==> config.mk <==
export PLATFORM = sky130hd
export DESIGN_NAME = regbank_write_sched
export DESIGN_NICKNAME = d
export VERILOG_FILES = /design/src/rtl/regbank_pkg.sv /design/src/rtl/regbank_write_sched_starve_ctr.sv /design/src/rtl/regbank_write_sched.sv
export SDC_FILE = /design/constraint.sdc
export NUM_CORES = 1
export LEC_CHECK = 0
export BUFFER_PORTS_ARGS = -buffer_cell sky130_fd_sc_hd__buf_2
export CORE_ASPECT_RATIO = 1.2
export CORE_UTILIZATION = 35
export CTS_CLUSTER_DIAMETER = 60
export DETAILED_ROUTE_END_ITERATION = 8
export GPL_TIMING_DRIVEN = 0
export SLEW_MARGIN = 5
export SYNTH_ARGS = -nofsm -noshare
export SYNTH_HDL_FRONTEND = slang
export SYNTH_SLANG_ARGS = --single-unit
==> constraint.sdc <==
create_clock -name clk -period 4.25 [get_ports clk]
set_clock_uncertainty 0.15 [all_clocks]
set_input_delay 0 -clock clk [delete_from_list [all_inputs] [get_ports clk]]
set_output_delay 0 -clock clk [all_outputs]
set_load 0.01 [all_outputs]
==> src/rtl/regbank_pkg.sv <==
// Shared constants and state encoding for the register bank write path.
package regbank_pkg;

  localparam int DATA_WIDTH   = 32;
  localparam int ADDR_WIDTH   = 5;
  localparam int NUM_REGS     = 2 ** ADDR_WIDTH;
  localparam int STARVE_LIMIT = 4;

  // r0 is hardwired to zero in the bank; writes to it are dropped.
  localparam logic [ADDR_WIDTH-1:0] R0_ADDR = '0;

  typedef enum logic {
    ST_CLEAR = 1'b0,
    ST_RUN   = 1'b1
  } sched_state_e;

endpackage

==> src/rtl/regbank_write_sched_starve_ctr.sv <==
// Saturating refusal counter used to force a starved AUX request through.
module regbank_starve_ctr #(
  parameter int LIMIT = 4
) (
  input  logic clk,
  input  logic rst,
  input  logic inc_i,
  input  logic clr_i,
  output logic at_limit_o
);

  localparam int CW = $clog2(LIMIT + 1);
  localparam logic [CW-1:0] LIMIT_C = CW'(LIMIT);

  logic [CW-1:0] cnt_q, cnt_d;

  always_comb begin
    cnt_d = cnt_q;
    if (clr_i) begin
      cnt_d = '0;
    end else if (inc_i && (cnt_q != LIMIT_C)) begin
      cnt_d = cnt_q + 1'b1;
    end
  end

  always_ff @(posedge clk or posedge rst) begin
    if (rst) begin
      cnt_q <= '0;
    end else begin
      cnt_q <= cnt_d;
    end
  end

  assign at_limit_o = (cnt_q == LIMIT_C);

endmodule

==> src/rtl/regbank_write_sched.sv <==
// Write-port scheduler: clears the bank after reset, then arbitrates WB (priority)
// against AUX with an anti-starvation override. Write outputs are registered.
module regbank_write_sched
  import regbank_pkg::*;
#(
  parameter int DATA_WIDTH   = regbank_pkg::DATA_WIDTH,
  parameter int ADDR_WIDTH   = regbank_pkg::ADDR_WIDTH,
  parameter int STARVE_LIMIT = regbank_pkg::STARVE_LIMIT
) (
  input  logic                  clk,
  input  logic                  rst,
  input  logic                  wb_req,
  input  logic [ADDR_WIDTH-1:0] wb_addr,
  input  logic [DATA_WIDTH-1:0] wb_data,
  output logic                  wb_stall,
  input  logic                  aux_valid,
  input  logic [ADDR_WIDTH-1:0] aux_addr,
  input  logic [DATA_WIDTH-1:0] aux_data,
  output logic                  aux_ready,
  output logic                  rb_we,
  output logic [ADDR_WIDTH-1:0] rb_waddr,
  output logic [DATA_WIDTH-1:0] rb_wdata,
  output logic                  busy
);

  localparam logic [ADDR_WIDTH-1:0] LAST_ADDR = '1;
  localparam logic [ADDR_WIDTH-1:0] ZERO_ADDR = '0;

  sched_state_e          state_q, state_d;
  logic [ADDR_WIDTH-1:0] clr_cnt_q, clr_cnt_d;
  logic                  rb_we_q, rb_we_d;
  logic [ADDR_WIDTH-1:0] rb_waddr_q, rb_waddr_d;
  logic [DATA_WIDTH-1:0] rb_wdata_q, rb_wdata_d;

  logic starve_inc, starve_clr, at_limit;
  logic force_aux, wb_go, aux_go;

  regbank_starve_ctr #(
    .LIMIT(STARVE_LIMIT)
  ) u_starve_ctr (
    .clk       (clk),
    .rst       (rst),
    .inc_i     (starve_inc),
    .clr_i     (starve_clr),
    .at_limit_o(at_limit)
  );

  always_comb begin
    state_d    = state_q;
    clr_cnt_d  = clr_cnt_q;
    rb_we_d    = 1'b0;
    rb_waddr_d = rb_waddr_q;
    rb_wdata_d = rb_wdata_q;
    wb_stall   = 1'b1;
    aux_ready  = 1'b0;
    force_aux  = 1'b0;
    wb_go      = 1'b0;
    aux_go     = 1'b0;
    starve_inc = 1'b0;
    starve_clr = 1'b1;

    unique case (state_q)
      ST_CLEAR: begin
        rb_we_d    = 1'b1;
        rb_waddr_d = clr_cnt_q;
        rb_wdata_d = '0;
        clr_cnt_d  = clr_cnt_q + 1'b1;
        if (clr_cnt_q == LAST_ADDR) begin
          state_d = ST_RUN;
        end
      end
      ST_RUN: begin
        force_aux  = at_limit && aux_valid;
        aux_ready  = aux_valid && (!wb_req || force_aux);
        wb_stall   = wb_req && force_aux;
        wb_go      = wb_req && !force_aux;
        aux_go     = aux_valid && (!wb_req || force_aux);
        starve_inc = aux_valid && !aux_go;
        starve_clr = !aux_valid || aux_go;
        // r0 writes still complete the handshake; only the enable is suppressed.
        if (wb_go) begin
          rb_we_d    = (wb_addr != R0_ADDR);
          rb_waddr_d = wb_addr;
          rb_wdata_d = wb_data;
        end else if (aux_go) begin
          rb_we_d    = (aux_addr != R0_ADDR);
          rb_waddr_d = aux_addr;
          rb_wdata_d = aux_data;
        end
      end
      default: begin
        state_d = ST_CLEAR;
      end
    endcase
  end

  always_ff @(posedge clk or posedge rst) begin
    if (rst) begin
      state_q    <= ST_CLEAR;
      clr_cnt_q  <= ZERO_ADDR;
      rb_we_q    <= 1'b0;
      rb_waddr_q <= ZERO_ADDR;
      rb_wdata_q <= '0;
    end else begin
      state_q    <= state_d;
      clr_cnt_q  <= clr_cnt_d;
      rb_we_q    <= rb_we_d;
      rb_waddr_q <= rb_waddr_d;
      rb_wdata_q <= rb_wdata_d;
    end
  end

  assign rb_we    = rb_we_q;
  assign rb_waddr = rb_waddr_q;
  assign rb_wdata = rb_wdata_q;
  assign busy     = (state_q == ST_CLEAR);

endmodule

==> results.txt <==
post-route design area: 4090 um^2
Synth Flop Type: sky130_fd_sc_hd__dfrtp_1
Clock Pin Slew Worst Setup and Hold Paths: 80 ps
total leakage power: 1.95 nW
share of the cycle needed by the critical path after routing: 0.629
Arrival @ worst endpoint: 2700 ps
power after layout: 0.00107 W
multiplexer area fraction after synthesis: 0.0129
Mapped Cells: 267
final max-slew violation count: 0
most common library cell in the layout ignoring fill and taps: sky130_fd_sc_hd__buf_2
RePlAce Congestion: 0.811
Total Routed Length: 8.71 mm
Syn Nets: 349
Worst-Skew Late Latency: 290 ps
hold path depth: 3
CP Cell Sequence: inv_1, ha_1, nand3_2, buf_4, o211ai_1, dlygate4sd3_1, o311ai_1, dlygate4sd3_1
clock sink count: 47
startpoint of the worst hold path: aux_addr[3]
clock root buffer: sky130_fd_sc_hd__clkbuf_8
Util after Layout: 0.594
number of hold-slack violations in the final timing report: 0
relative max-transition margin: 0.658
initial core utilization: 0.367
Seq cells post-synth: 47
Post-Synthesis Cell Area: 2530 um^2
Slew @ Worst Pin: 513 ps
post-CTS sizing: 0
H-tree levels: 2
count of flip-flops with a built-in enable after synthesis: 0
post-DR vias/cell: 5.32
layout overhead on the synthesized area: 61.8%
I/O pin total: 119
slack of the worst reg-to-reg path: 1570 ps
initial antenna violation count: 0
maximum single-stage delay on the critical path: 600 ps
Worst Slack Setup Final: 1570 ps
async set-reset flop share out of synthesis: 1.00
number of port buffers: 117
post-synthesis share of cell area spent on xor and xnor gates: 0.0104
first-pass detailed-route iteration total: 4
die height: 95.1 um
Die ar.: 7570 um^2
most frequent cells in the layout: 125 x sky130_fd_sc_hd__buf_2, 76 x sky130_fd_sc_hd__dlygate4sd3_1, 47 x sky130_fd_sc_hd__dfrtp_1, 34 x sky130_fd_sc_hd__nand2_1
std cell rows: 33
Worst setup SP type: flop
beginning of the worst register-to-register path: u_starve_ctr.cnt_q[0]
startpoint of the most critical setup path: u_starve_ctr.cnt_q[0]
highest achievable clock rate: 374 MHz
maximum fanout along the worst path: 10
largest family of logic cells by synthesized area: simple AND/OR/NAND/NOR gates
DPL Wire Length: 5.90 mm
VDD IR-drop max: 161 uV
aggregate global-route resource usage: 0.240
Synth Area in Adders: 0.0198
simple-gate share of the synthesized area: 0.252
CTS tree: built
count of cells along the worst register-to-register path: 8
required time worst endpoint: 4280 ps
total via count after detailed routing: 2955
global-route wire length before repair: 14.3 mm
share of synthesized area occupied by flip-flops and latches: 0.465
fraction of layout cells with a size suffix above 1: 0.323
buffer levels on the longest clock path: 2
count of antenna diodes in the layout: 0
post-route DRC violation count: 0
complex-gate fraction of the synthesized area: 0.156
routed wire length per instance: 15.7 um
core area: 6900 um^2
Max-cap violations: 0
summed negative setup slack over all endpoints: 0 ps
average cell area after synthesis: 9.48 um^2
power density normalized to cell area: 262 nW/um^2
maximum number of pins on one net before global-route repair: 36
crit path kind: reg -> reg
hold crit path type: in -> reg
time the worst path needs with I/O delays and setup: 2680 ps
dpl ws: 2340 ps
most numerous cell on the critical path: sky130_fd_sc_hd__dlygate4sd3_1
RSZ-0062 raised after global routing: no
number of DRC markers after the initial detailed-route iteration: 109
Critical Path Slowest Stage Cell: sky130_fd_sc_hd__dlygate4sd3_1
post-place instance area: 3240 um^2
number of distinct library cells after synthesis: 33
vias in the first global route: 2955
setup violation total in the final timing report: 0
Syn. warnings: 0
Total Nets Final: 550
Fill cells: 654
Routed Antenna Nets: 0
die width: 79.6 um
total clock buffers created by CTS: 5
outcome: complete, no violations
remaining global-route overflow: 0
element type at the critical path end: flop
-- synth_stat cells, types with 2 or more instances --
cell,count,area [um^2]
sky130_fd_sc_hd__nor3_1,2,10.0
sky130_fd_sc_hd__mux2_2,2,22.5
sky130_fd_sc_hd__o211ai_1,33,248
sky130_fd_sc_hd__a22oi_1,5,37.5
sky130_fd_sc_hd__buf_1,6,22.5
sky130_fd_sc_hd__xnor2_1,3,26.3
sky130_fd_sc_hd__nand2_1,34,128
sky130_fd_sc_hd__or4_1,2,15.0
sky130_fd_sc_hd__inv_1,7,26.3
sky130_fd_sc_hd__a221oi_1,6,52.6
sky130_fd_sc_hd__nand3_1,33,165
sky130_fd_sc_hd__buf_2,8,40.0
sky130_fd_sc_hd__nand4_1,33,206
sky130_fd_sc_hd__clkbuf_1,7,26.3
sky130_fd_sc_hd__nor2_1,8,30.0
sky130_fd_sc_hd__ha_1,4,50.1
sky130_fd_sc_hd__nand3_2,3,30.0
sky130_fd_sc_hd__a21oi_1,3,15.0
sky130_fd_sc_hd__buf_6,8,90.1
sky130_fd_sc_hd__dfrtp_1,47,1180
-- worst paths after layout --
| kind | endpoint |
|---|---|
| min in group asynchronous | rb_wdata[5] |
| max in group asynchronous | rb_wdata[21] |
| max reg2reg | rb_we |
| min reg2reg | u_starve_ctr.cnt_q[0] |
| min | rb_waddr[3] |
| max | rb_we |
-- cell type report --
type | count | area (um^2) | area share
Tap cell | 87 | 109 | 0.0266
Clock inverter | 1 | 5.00 | 0.00122
Clock buffer | 6 | 82.6 | 0.0202
Timing Repair Buffer | 194 | 1370 | 0.334
Multi-Input combinational cell | 183 | 1140 | 0.279
Inverter | 7 | 26.3 | 0.00642
Buffer | 30 | 186 | 0.0456
Sequential cell | 47 | 1180 | 0.287
-- critical path: cells and delay by family (launching register included) --
kind                     cells  cell delay (ps)
AND/OR/NAND/NOR              1              150
AO/OA/AOI/OAI                2              200
adder cells (fa/ha/maj)      1              210
flip-flops                   1              410
buffers and inverters        4             1450
-- sequential cells by signal, summed over array words and instances (netlist names) --
| register | count |
|---|---|
| clr_cnt_q | 5 |
| rb_waddr | 5 |
| rb_wdata | 32 |
| rb_we | 1 |
| state_q | 1 |
| u_starve_ctr.cnt_q | 3 |
-- routing by layer --
layer / track usage / share of wire / vias to the layer above
met2: 0.411 / 0.50 / 121
met5: 0 / 0 / -
li1: - / - / 1395
met1: 0.322 / 0.43 / 1424
met3: 0.0297 / 0.050 / 15
met4: 0.0561 / 0.016 / 0
-- stage by stage --
stage,instances,hold slack [ps]
after floorplan,267,14.5
after global placement,471,134
after detailed placement,472,-172
after CTS,555,2.30
after global routing,555,12.5
final,555,10.9
-- power by group --
part	leakage, nW	total [W]	internal [W]	switching [W]
sequential	0.571	0.000504	0.000483	0.0000211
clock	0.0470	0.000277	0.000128	0.000149
combinational	1.33	0.000289	0.000163	0.000126
-- kinds of logic after synthesis --
family	count (synthesis)
DFF	47
muxes	3
adders and majority gates	4
AOI/OAI and AO/OA	52
and+or+nand+nor	121
xor gates and xnor gates	3
buffers and inverters	37
-- what timing repair did --
item	in CTS	in global routing
hold buffers	76	0
hold endpoints to repair	88	0
buffers inserted	0	0
(Power assumes the default switching activity.)
